===== src/rtl/bayer_scan_ctrl_if.sv =====
// Window stream bundle between the white-balance stage, the raster sequencer
// and the downstream RGGB reorder mux.
interface bayer_scan_ctrl_if;
    logic       in_valid;
    logic       in_ready;
    logic [7:0] wb_1, wb_2, wb_3, wb_4;

    logic       out_valid;
    logic       out_ready;
    logic [7:0] wb_q_1, wb_q_2, wb_q_3, wb_q_4;
    logic       row, col;
    logic       sof, eol, eof;

    modport master (
        output in_valid, wb_1, wb_2, wb_3, wb_4, out_ready,
        input  in_ready, out_valid, wb_q_1, wb_q_2, wb_q_3, wb_q_4,
               row, col, sof, eol, eof
    );

    modport slave (
        input  in_valid, wb_1, wb_2, wb_3, wb_4, out_ready,
        output in_ready, out_valid, wb_q_1, wb_q_2, wb_q_3, wb_q_4,
               row, col, sof, eol, eof
    );
endinterface


===== src/rtl/bayer_scan_ctrl.sv =====
// Raster sequencer for the white-balance -> Bayer-reorder stage: registers each
// window with its row/col parity selects and frame markers, and sequences frames.
module bayer_scan_ctrl #(
    parameter int DIM_BITS = 10
) (
    input  logic                clk,
    input  logic                n_rst,
    input  logic                start,
    input  logic [DIM_BITS-1:0] img_width,
    input  logic [DIM_BITS-1:0] img_height,
    input  logic [1:0]          phase,
    bayer_scan_ctrl_if.slave    bus,
    output logic                busy,
    output logic                frame_done,
    output logic                cfg_err
);

    localparam logic [1:0] ST_IDLE  = 2'd0;
    localparam logic [1:0] ST_RUN   = 2'd1;
    localparam logic [1:0] ST_DRAIN = 2'd2;

    logic [1:0]          state;
    logic [DIM_BITS-1:0] cfg_w, cfg_h;
    logic [1:0]          cfg_phase;
    logic [DIM_BITS-1:0] col_cnt, row_cnt;

    logic accept, handoff, at_eol, at_eof;

    // Single output register with pass-through refill: a slot frees up in the
    // same cycle the downstream takes the current window.
    assign bus.in_ready = (state == ST_RUN) && (!bus.out_valid || bus.out_ready);
    assign accept       = bus.in_valid && bus.in_ready;
    assign handoff      = bus.out_valid && bus.out_ready;
    assign at_eol       = (col_cnt == cfg_w - DIM_BITS'(1));
    assign at_eof       = at_eol && (row_cnt == cfg_h - DIM_BITS'(1));
    assign busy         = (state != ST_IDLE);

    // NOTE: all state below uses non-blocking assignments so every register
    // samples pre-edge values; blocking here would create ordering races.
    always_ff @(posedge clk or negedge n_rst) begin
        if (!n_rst) begin
            state         <= ST_IDLE;
            cfg_w         <= '0;
            cfg_h         <= '0;
            cfg_phase     <= '0;
            col_cnt       <= '0;
            row_cnt       <= '0;
            bus.out_valid <= 1'b0;
            bus.wb_q_1    <= '0;
            bus.wb_q_2    <= '0;
            bus.wb_q_3    <= '0;
            bus.wb_q_4    <= '0;
            bus.row       <= 1'b0;
            bus.col       <= 1'b0;
            bus.sof       <= 1'b0;
            bus.eol       <= 1'b0;
            bus.eof       <= 1'b0;
            frame_done    <= 1'b0;
            cfg_err       <= 1'b0;
        end else begin
            frame_done <= 1'b0;
            cfg_err    <= 1'b0;
            case (state)
                ST_IDLE: begin
                    if (start) begin
                        if (img_width != '0 && img_height != '0) begin
                            cfg_w     <= img_width;
                            cfg_h     <= img_height;
                            cfg_phase <= phase;
                            col_cnt   <= '0;
                            row_cnt   <= '0;
                            state     <= ST_RUN;
                        end else begin
                            cfg_err <= 1'b1;
                        end
                    end
                end
                ST_RUN: begin
                    if (accept) begin
                        bus.out_valid <= 1'b1;
                        bus.wb_q_1    <= bus.wb_1;
                        bus.wb_q_2    <= bus.wb_2;
                        bus.wb_q_3    <= bus.wb_3;
                        bus.wb_q_4    <= bus.wb_4;
                        bus.row       <= row_cnt[0] ^ cfg_phase[1];
                        bus.col       <= col_cnt[0] ^ cfg_phase[0];
                        bus.sof       <= (row_cnt == '0) && (col_cnt == '0);
                        bus.eol       <= at_eol;
                        bus.eof       <= at_eof;
                        // Counters wrap to zero on the final window so they
                        // never leave the programmed frame.
                        if (at_eol) begin
                            col_cnt <= '0;
                            row_cnt <= at_eof ? '0 : row_cnt + DIM_BITS'(1);
                        end else begin
                            col_cnt <= col_cnt + DIM_BITS'(1);
                        end
                        if (at_eof) state <= ST_DRAIN;
                    end else if (handoff) begin
                        bus.out_valid <= 1'b0;
                    end
                end
                ST_DRAIN: begin
                    if (handoff) begin
                        bus.out_valid <= 1'b0;
                        frame_done    <= 1'b1;
                        state         <= ST_IDLE;
                    end
                end
                default: state <= ST_IDLE;
            endcase
        end
    end

endmodule


===== src/flat_wrapper.sv =====
// flat-port wrapper written by rule: the top's interface ports become plain ports
module bayer_scan_ctrl_flat 
#(
    parameter int DIM_BITS = 10
)
  (clk, n_rst, start, img_width, img_height, phase, busy, frame_done, cfg_err, bus_in_valid, bus_wb_1, bus_wb_2, bus_wb_3, bus_wb_4, bus_out_ready, bus_in_ready, bus_out_valid, bus_wb_q_1, bus_wb_q_2, bus_wb_q_3, bus_wb_q_4, bus_row, bus_col, bus_sof, bus_eol, bus_eof);
  bayer_scan_ctrl_if bus_i ();
  input  logic clk;
  input  logic n_rst;
  input  logic start;
  input  logic [DIM_BITS-1:0] img_width;
  input  logic [DIM_BITS-1:0] img_height;
  input  logic [1:0] phase;
  output logic busy;
  output logic frame_done;
  output logic cfg_err;
  input wire logic [$bits(bus_i.in_valid)-1:0] bus_in_valid;
  input wire logic [$bits(bus_i.wb_1)-1:0] bus_wb_1;
  input wire logic [$bits(bus_i.wb_2)-1:0] bus_wb_2;
  input wire logic [$bits(bus_i.wb_3)-1:0] bus_wb_3;
  input wire logic [$bits(bus_i.wb_4)-1:0] bus_wb_4;
  input wire logic [$bits(bus_i.out_ready)-1:0] bus_out_ready;
  output wire logic [$bits(bus_i.in_ready)-1:0] bus_in_ready;
  output wire logic [$bits(bus_i.out_valid)-1:0] bus_out_valid;
  output wire logic [$bits(bus_i.wb_q_1)-1:0] bus_wb_q_1;
  output wire logic [$bits(bus_i.wb_q_2)-1:0] bus_wb_q_2;
  output wire logic [$bits(bus_i.wb_q_3)-1:0] bus_wb_q_3;
  output wire logic [$bits(bus_i.wb_q_4)-1:0] bus_wb_q_4;
  output wire logic [$bits(bus_i.row)-1:0] bus_row;
  output wire logic [$bits(bus_i.col)-1:0] bus_col;
  output wire logic [$bits(bus_i.sof)-1:0] bus_sof;
  output wire logic [$bits(bus_i.eol)-1:0] bus_eol;
  output wire logic [$bits(bus_i.eof)-1:0] bus_eof;
  assign bus_i.in_valid = bus_in_valid;
  assign bus_i.wb_1 = bus_wb_1;
  assign bus_i.wb_2 = bus_wb_2;
  assign bus_i.wb_3 = bus_wb_3;
  assign bus_i.wb_4 = bus_wb_4;
  assign bus_i.out_ready = bus_out_ready;
  assign bus_in_ready = bus_i.in_ready;
  assign bus_out_valid = bus_i.out_valid;
  assign bus_wb_q_1 = bus_i.wb_q_1;
  assign bus_wb_q_2 = bus_i.wb_q_2;
  assign bus_wb_q_3 = bus_i.wb_q_3;
  assign bus_wb_q_4 = bus_i.wb_q_4;
  assign bus_row = bus_i.row;
  assign bus_col = bus_i.col;
  assign bus_sof = bus_i.sof;
  assign bus_eol = bus_i.eol;
  assign bus_eof = bus_i.eof;
  bayer_scan_ctrl #(.DIM_BITS(DIM_BITS)) u_core (.clk(clk), .n_rst(n_rst), .start(start), .img_width(img_width), .img_height(img_height), .phase(phase), .bus(bus_i), .busy(busy), .frame_done(frame_done), .cfg_err(cfg_err));
endmodule

===== config.mk =====
export PLATFORM = sky130hd
export DESIGN_NAME = bayer_scan_ctrl_flat
export DESIGN_NICKNAME = d
export VERILOG_FILES = /design/src/rtl/bayer_scan_ctrl_if.sv /design/src/rtl/bayer_scan_ctrl.sv /design/src/flat_wrapper.sv
export SDC_FILE = /design/constraint.sdc
export NUM_CORES = 1
export LEC_CHECK = 0
export ABC_AREA = 1
export BUFFER_PORTS_ARGS = -buffer_cell sky130_fd_sc_hd__buf_2
export CAP_MARGIN = 20
export CELL_PAD_IN_SITES_DETAIL_PLACEMENT = 0
export CELL_PAD_IN_SITES_GLOBAL_PLACEMENT = 2
export CORE_MARGIN = 2
export CORE_UTILIZATION = 31
export CTS_CLUSTER_DIAMETER = 50
export DETAILED_ROUTE_END_ITERATION = 8
export PLACE_DENSITY_LB_ADDON = 0.1
export SLEW_MARGIN = 0
export SYNTH_ARGS = -nofsm -noshare
export SYNTH_HDL_FRONTEND = slang
export SYNTH_SLANG_ARGS = --single-unit
export TNS_END_PERCENT = 100

===== constraint.sdc =====
create_clock -name clk -period 2.6 [get_ports clk]
set_input_delay 0.39 -clock clk [delete_from_list [all_inputs] [get_ports clk]]
set_output_delay 0.39 -clock clk [all_outputs]
set_load 0.02 [all_outputs]

==> reports/results.txt, run 1 <==
Status -> finished clean
Clk Latency, worst-skew pair -> 350 ps
Reg-to-Reg Start -> u_core.cfg_w[0]
Syn_nets -> 690
RSZ-0062 raised after global routing -> false
Max Fclk -> 426 MHz
Critical path endpoint category -> register
Flop2flop setup slack -> 250 ps
Syn. warnings -> 0
Fin crit share -> 90.3%
FP Rows -> 44
Period minus WS final -> 2350 ps
Leakage -> 3.02 nW
Post-CTS Resized -> 0
Core Region -> 0.0145 mm2
PwrDens -> 1150 mW/mm2
Slew HR -> 42.2%
Clk Tree Root Cell -> clkbuf_16
Mapped Area -> 0.00463 mm2
First-pass GRT wire length -> 21.2 mm
H-Tree Depth -> 3
# diodes -> 0
Worst Path Required -> 2890 ps
Routed Antenna Nets -> 0
Placer Congestion -> 0.789
GRT Util Overall -> 16.7%
Post-Synthesis Cells -> 622
Global Route met2 Usage -> 25.4%
Largest net degree at the start of global routing -> 48
Worst Max-Slew Pin Slew -> 866 ps
Hold-fix buffers, CTS -> 0
CTS clk-pin slew, worst paths -> 60 ps
Post-placement setup slack -> 166 ps
Die Y -> 126 um
Library cells used by synthesis -> 33
Horiz. Die Dim -> 126 um
CTS max path bufs -> 2
Drt pass-1 iters -> 4
PnR worst setup slack -> 253 ps
Setup CP Type -> register to register
Fillers -> 1582
Setup crit start kind -> register
Register area -> 0.00210 mm2
Routed vias -> 4199
Global Route met3 Usage -> 5.27%
GRT Max-Usage Layer -> met2
Num CTS Buffers -> 9
Largest area contributor in the netlist -> dfrtp_1
R2R depth -> 15
Worst hold path class -> input pin to asynchronous set/reset pin
Hold Fails Final Rpt -> 0
WL/cell -> 14.0 um
Number of global-route vias before repair -> 4240
Max Cap Viol -> 0
Register area share after synthesis -> 45.4%
Multi-input logic area -> 0.00220 mm2
Die area -> 0.0159 mm2
Starting DRT DRC Count -> 263
Setup Skew -> 5.42 ps
CTS sink cnt -> 84
P&R area growth vs syn -> 22.0%
Postcts setup bufs -> 0
Initial antenna violation count -> 1
Critical path peak fanout -> 8
Top cells by area, synth -> dfrtp_1, nand2_1, inv_1
IO Port Bufs -> 100
Initial Util -> 31.8%
Nets@finish -> 793
Syn_area_per_cell -> 7.44 um2
Remaining global-route overflow -> 0
Post-Route WL -> 12.8 mm
Critical register-to-register path endpoint -> u_core.row_cnt[6]
Yosys reg bits -> 84
M1 GR Usage -> 22.7%
Max Slew Vio Count -> 0
Final HPWL DP -> 9.60 mm
# setup viols final -> 0
TritonCTS clock tree -> done
Worst EP arrival -> 2630 ps
Worst setup path startpoint -> u_core.cfg_w[0]
Via density -> 4.59
TNS Setup -> 0 ps
Yosys top cell area share -> 45.4%
IR drop worst, VDD -> 0.526 mV
Share of post-route cells with drive strength above 1 -> 20.1%
Top Ports -> 101
DR DRC count -> 0
==> Yosys cell counts (all sizes together) <==
cell type    n
a21oi       10
o21bai       1
nor2        58
xor2        17
nor3b        1
ha           9
o211ai       1
o21ai       32
buf          3
nor4         5
nand3b       2
dfrtp       84
nand4       16
nand3       42
mux2         4
o41ai        1
clkbuf      13
nor3        10
a31o         1
inv         67
xnor2        8
nand2      235
or2          2
==> layout make-up <==
class / count / area share (%)
Inverter: 67 / 4.46
Clock inverter: 6 / 0.798
Sequential cell: 84 / 37.3
Multi-Input combinational cell: 455 / 39.0
Tap cell: 184 / 4.08
Clock buffer: 10 / 4.24
Timing Repair Buffer: 108 / 10.2
==> critical path, stage by stage (launching register included) <==
cell,delay (ps)
dfrtp_1,420
inv_2,120
ha_1,290
inv_1,60
nand2_1,100
nand2_1,60
nand2_1,80
nand3_1,80
nor2_1,170
nand2_1,70
nor2_1,90
nand2_1,130
a21oi_4,230
buf_4,200
nand4_1,100
nand2_1,90
==> metal layers <==
layer | wire length (um) | share of wire (%)
met5 | 13 | 0.10
met1 | 6290 | 49
met4 | 165 | 1.3
met3 | 875 | 6.9
met2 | 5420 | 42
==> stage by stage <==
stage	std cells	util [%]	instance area [um2]	total power, mW	hold slack (ps)
2_1_floorplan	622	-	4630	4.29	94.4
3_3_place_gp	896	36.8	5340	5.20	457
3_5_place_dp	896	36.8	5340	5.22	460
4_1_cts	912	38.7	5630	6.53	87.9
5_1_grt	914	38.8	5640	7.04	127
6_report	914	38.8	5640	6.46	60.0
==> report_power, final <==
| part | total (mW) | internal, mW | switching (mW) |
|---|---|---|---|
| Combinational | 3.05 | 1.06 | 1.99 |
| Sequential | 2.17 | 1.78 | 0.383 |
| Clock | 1.25 | 0.679 | 0.571 |
==> cells by family (layout without fill, tap and decap cells) <==
kind of cell / count (synthesis) / in the layout / share of synthesized area [%]
and+or+nand+nor: 371 / 371 / 33.8
DFF: 84 / 84 / 45.4
buffers and inverters: 83 / 191 / 7.09
AOI/OAI and AO/OA: 46 / 46 / 5.57
xor gates and xnor gates: 25 / 25 / 4.73
adders and majority gates: 9 / 9 / 2.43
muxes: 4 / 4 / 0.974
==> registers in the layout, summed over array words and instances, names as in the netlist, 2 cells and up <==
name and flops:
u_core.cfg_phase 2, u_core.cfg_w 10, u_core.bus.wb_q_2 8, u_core.bus.wb_q_1 8, u_core.state 2, u_core.bus.wb_q_4 8
u_core.col_cnt 10, u_core.cfg_h 10, u_core.row_cnt 10, u_core.bus.wb_q_3 8
==> how the worst max path moves through the flow <==
| stage | cells past startpoint | to | slack (ps) |
|---|---|---|---|
| 2_1_floorplan | 14 | u_core.row_cnt[2] | 460 |
| 3_3_place_gp | 15 | u_core.row_cnt[6] | 190 |
| 3_5_place_dp | 15 | u_core.row_cnt[5] | 170 |
| 4_1_cts | 15 | u_core.row_cnt[5] | 150 |
| 5_1_grt | 17 | u_core.state[1] | 3 |
| 6_report | 15 | u_core.row_cnt[6] | 250 |
==> layout by cell type (no fill, tap or decap), types with 7 or more instances in the layout <==
master,synthesis,layout
a21oi_1,8,8
inv_1,60,60
clkbuf_16,0,9
nor2_1,55,54
nand3_1,41,41
ha_1,9,9
nand2_1,233,233
inv_2,7,7
dfrtp_1,84,84
buf_4,0,8
nor3_1,9,9
nand4_1,16,16
xor2_1,17,17
xnor2_1,8,8
buf_2,1,99
o21ai_0,32,32
No activity file was read; power rests on OpenSTA's default activity.
==> run 2: changes to the inputs <==
==> constraint.sdc (replaced) <==
create_clock -name clk -period 2.6 [get_ports clk]
set_input_delay 0.52 -clock clk [delete_from_list [all_inputs] [get_ports clk]]
set_output_delay 0.52 -clock clk [all_outputs]
set_load 0.02 [all_outputs]
==> reports/results.txt, run 2 (synthesized netlist as in run 1, its figures left out) <==
Routed vias -> 4227
Setup Skew -> 8.48 ps
Via density -> 4.62
Critical path peak fanout -> 13
TritonCTS clock tree -> done
Hold Fails Final Rpt -> 0
WL/cell -> 13.9 um
TNS Setup -> 0 ps
Postcts setup bufs -> 0
Remaining global-route overflow -> 0
Slew HR -> 52.0%
DR DRC count -> 0
Num CTS Buffers -> 9
Initial Util -> 31.8%
Power Total -> 6.44 mW
Largest net degree at the start of global routing -> 43
Setup CP Type -> register to register
Leakage -> 3.03 nW
GRT Util Overall -> 16.7%
Fin Hold WS -> 143 ps
Nets@finish -> 794
Die Y -> 126 um
Initial antenna violation count -> 0
CTS clk-pin slew, worst paths -> 70 ps
Reg-to-Reg Start -> u_core.cfg_w[0]
Max Fclk -> 422 MHz
Max Slew Vio Count -> 0
First-pass GRT wire length -> 21.1 mm
Status -> finished clean
Worst Max-Slew Pin Slew -> 719 ps
# diodes -> 0
Drt pass-1 iters -> 5
Max Cap Viol -> 0
Leading cell type in the layout, fill and taps excluded -> nand2_1
Die area -> 0.0159 mm2
Critical path endpoint category -> register
Clk Tree Root Cell -> clkbuf_16
PwrDens -> 1140 mW/mm2
FP Rows -> 44
H-Tree Depth -> 3
Placer Congestion -> 0.781
IO Port Bufs -> 100
IR drop worst, VDD -> 0.486 mV
Worst Path Required -> 2880 ps
Number of global-route vias before repair -> 4144
# setup viols final -> 0
Worst hold path class -> input pin to asynchronous set/reset pin
Horiz. Die Dim -> 126 um
Fin crit share -> 91.1%
Final HPWL DP -> 9.56 mm
Period minus WS final -> 2370 ps
CTS sink cnt -> 84
Share of post-route cells with drive strength above 1 -> 20.4%
Worst EP arrival -> 2650 ps
Core Region -> 0.0145 mm2
CTS max path bufs -> 2
Dpl cells -> 899
P&R area growth vs syn -> 22.2%
Final cell count without fillers -> 915
Fillers -> 1530
R2R depth -> 15
Commonest cells after routing, fill and taps aside -> nand2_1, buf_2, dfrtp_1
Clk Latency, worst-skew pair -> 350 ps
RSZ-0062 raised after global routing -> false
Top Ports -> 101
Worst setup path startpoint -> u_core.cfg_w[0]
Setup crit start kind -> register
Routed Antenna Nets -> 0
Core Util, Final -> 38.9%
Starting DRT DRC Count -> 266
Post-Route WL -> 12.7 mm
## run 2: changes by cell type in the layout (fill, tap and decap cells not counted)
cell	delta
buf_4	+1
clkbuf_8	-1
clkinv_2	-1
clkinv_4	+1
inv_8	+1
nor2_1	-1
nor2_2	+1
## run 2: worst paths after layout
check / endpoint / slack, ps
worst max register to register: u_core.row_cnt[1] / 230
max in group asynchronous: u_core.bus.wb_q_4[1] / 1830
worst min register to register: u_core.bus.wb_q_2[1] / 480
worst min-delay path: u_core.cfg_h[4] / 140
worst max-delay path: u_core.row_cnt[1] / 230
min in group clk: u_core.bus.wb_q_2[6] / 360
## run 2: per-stage QoR
stage          worst slack (ps)  instance area [um2]
6_report                    233                 5650
5_1_grt                    14.4                 5650
4_1_cts                     162                 5650
3_5_place_dp                185                 5370
3_3_place_gp                191                 5370
2_1_floorplan               458                 4630
## run 2: area by class of cell
cell class / count / area [um2] / share of cell area [%]
multi-input combinational: 455 / 2200 / 38.9
sequential: 84 / 2100 / 37.2
timing repair buffer: 109 / 583 / 10.3
inverter: 67 / 251 / 4.45
tap: 184 / 230 / 4.07
clock buffer: 9 / 225 / 3.98
clock inverter: 7 / 60.1 / 1.06
## run 2: power by group
group	internal [mW]	leakage (nW)	switching, mW	total [mW]
registers	1.78	1.08	0.382	2.16
clock network	0.663	0.131	0.589	1.25
logic	1.05	1.82	1.98	3.03
total	3.49	3.03	2.95	6.44
## run 2: what timing repair did
item                                    CTS  global route
hold buffers                              0             0
resized for setup                         0             1
endpoints found under the setup margin    0             2
endpoints found under the hold margin     0             0
## run 2: routing by layer
| metal | share of wire (%) | vias to the layer above | track usage, % |
|---|---|---|---|
| met5 | 0 | - | 0 |
| li1 | - | 2168 | - |
| met3 | 7.5 | 13 | 4.55 |
| met1 | 49 | 1915 | 22.8 |
| met4 | 1.7 | 0 | 6.01 |
| met2 | 42 | 131 | 25.6 |
## run 2: critical path, cell delays in order, from the launching register on
cell and delay [ps]:
dfrtp_1 440, inv_2 130, ha_1 320, inv_1 70, nand2_1 90, nand2_1 50
nand2_1 70, nand3_1 80, nor2_1 160, nand2_1 70, nor2_1 90, nand2_1 150
a21oi_4 170, buf_4 230, nand4_1 120, nand2_1 70
==> run 3: changes to the inputs <==
- RECOVER_POWER: unset -> 50
==> reports/results.txt, run 3 (synthesized netlist as in run 1, its figures left out) <==
Status -> complete, but fails checks
H-Tree Depth -> 3
Routed vias -> 4232
CP max-delay cell -> dfrtp_1
Critical path endpoint category -> register
Switch Pwr -> 2.96 mW
Logic gate share of total power -> 46.7%
Period minus WS final -> 2360 ps
Worst Max-Slew Pin Slew -> 2120 ps
Nets@finish -> 794
TritonCTS clock tree -> done
Num CTS Buffers -> 9
Horiz. Die Dim -> 126 um
Worst hold path class -> input pin to register
Leading cell type in the layout, fill and taps excluded -> nand2_1
Flop2flop setup slack -> 240 ps
Critical path peak fanout -> 13
Hold Fails Final Rpt -> 0
Slew HR -> -41.7%
Drt pass-1 iters -> 5
CP Buf/Inv Count -> 3
IR drop worst, VDD -> 0.487 mV
Die Y -> 126 um
Critical register-to-register path endpoint -> u_core.row_cnt[1]
Register share of total power -> 33.8%
Clock share of power -> 19.5%
Met1 wire length -> 6.25 mm
Starting DRT DRC Count -> 273
Leakage -> 2.95 nW
First-pass GRT wire length -> 21.1 mm
Worst EP arrival -> 2650 ps
Routed Antenna Nets -> 0
Core Region -> 0.0145 mm2
Reg-to-Reg Start -> u_core.cfg_w[0]
Largest net degree at the start of global routing -> 43
Clk Tree Root Cell -> clkbuf_16
Commonest cells after routing, fill and taps aside -> nand2_1, dfrtp_1, buf_2
Cell internal pwr -> 3.46 mW
R2R depth -> 15
Via density -> 4.63
Final HPWL DP -> 9.56 mm
Post-Route WL -> 12.7 mm
Setup crit start kind -> register
CTS clk-pin slew, worst paths -> 70 ps
DR DRC count -> 0
RSZ-0062 raised after global routing -> false
Cell Chain, Critical Path -> inv_2, ha_1, inv_1, nand2_1, nand2_1, nand2_1, nand3_1, nor2_1, nand2_1, nor2_1, nand2_1, a21oi_4, buf_4, nand4_1, nand2_1
Top delay family on crit path -> simple AND/OR/NAND/NOR gates
# diodes -> 0
Setup Skew -> 8.47 ps
Clk Latency, worst-skew pair -> 350 ps
CTS max path bufs -> 2
Hold Path End -> u_core.bus.wb_q_2[7]
Max Slew Vio Count -> 35
Layout Cell Area excl Fill -> 0.00562 mm2
DP Area -> 0.00537 mm2
Setup CP Type -> register to register
Die area -> 0.0159 mm2
Max Fclk -> 423 MHz
Top cell by count, worst path -> nand2_1
WL/cell -> 13.9 um
Hold Crit Depth -> 3
WL met3 -> 954 um
TNS Setup -> 0 ps
GRT Util Overall -> 16.7%
Remaining global-route overflow -> 0
Violated checks -> max-capacitance violations, max-slew violations
Power Total -> 6.42 mW
Metal2 WL -> 5.31 mm
PwrDens -> 1140 mW/mm2
Postcts setup bufs -> 0
Fin Hold WS -> 360 ps
Delay of the slowest critical-path stage -> 440 ps
Sw Ratio -> 46.1%
Placer Congestion -> 0.781
Worst Path Required -> 2880 ps
CTS sink cnt -> 84
Number of global-route vias before repair -> 4144
Top Ports -> 101
Fin crit share -> 90.9%
Share of post-route cells with drive strength above 1 -> 17.5%
IO Port Bufs -> 100
Initial antenna violation count -> 0
Max Cap Viol -> 1
Initial Util -> 31.8%
P&R area growth vs syn -> 21.6%
# setup viols final -> 0
FP Rows -> 44
Core Util, Final -> 38.7%
Top sig layer -> met4
Hold path start -> bus_wb_2[7]
[run 3: power groups by stage]
stage | clock, mW | sequential, mW | combinational (mW)
after floorplan | 0 | 2.41 | 1.88
after detailed placement | 0 | 2.16 | 3.06
after global placement | 0 | 2.17 | 3.04
after global routing | 1.37 | 2.24 | 3.40
final | 1.25 | 2.17 | 3.00
after CTS | 1.30 | 2.16 | 3.07
[run 3: worst max-delay path by stage]
stage                     slack [ps]                 to  depth (start not counted)            start
after detailed placement         180     u_core.bus.eof                         12  u_core.cfg_w[0]
after global placement           190    u_core.state[1]                         17  u_core.cfg_w[0]
after global routing              10  u_core.row_cnt[5]                         15  u_core.cfg_w[0]
after CTS                        160     u_core.bus.eof                         12  u_core.cfg_w[0]
after floorplan                  460  u_core.row_cnt[2]                         14  u_core.state[1]
final                            240  u_core.row_cnt[1]                         15  u_core.cfg_w[0]
[run 3: through the flow]
step	worst slack, ps	instances
2_1_floorplan	458	622
3_3_place_gp	191	899
3_5_place_dp	185	899
4_1_cts	162	915
5_1_grt	14.4	915
6_report	236	915
[run 3: repair_timing]
item	4_1_cts	5_1_grt
setup endpoints to repair	0	2
endpoints found under the hold margin	0	0
hold buffers	0	0
resized for setup	0	1
[run 3: worst register-to-register path: stages (launching register included)]
cell and delay, ps:
dfrtp_1 440, inv_2 130, ha_1 310, inv_1 70, nand2_1 90, nand2_1 50
nand2_1 70, nand3_1 80, nor2_1 160, nand2_1 70, nor2_1 90, nand2_1 150
a21oi_4 170, buf_4 230, nand4_1 130, nand2_1 70
[run 3: area by class of cell]
type | instances | area, um2
fill | 1541 | 8910
multi-input combinational | 455 | 2200
inverter | 67 | 251
clock buffer | 9 | 225
tap | 184 | 230
sequential | 84 | 2100
timing repair buffer | 109 | 554
clock inverter | 7 | 60.1
[run 3: routing by layer]
metal	global-route usage, %	vias up
met5	0	-
met4	6.01	0
met3	4.55	13
met2	25.6	132
met1	22.8	1919
li1	-	2168
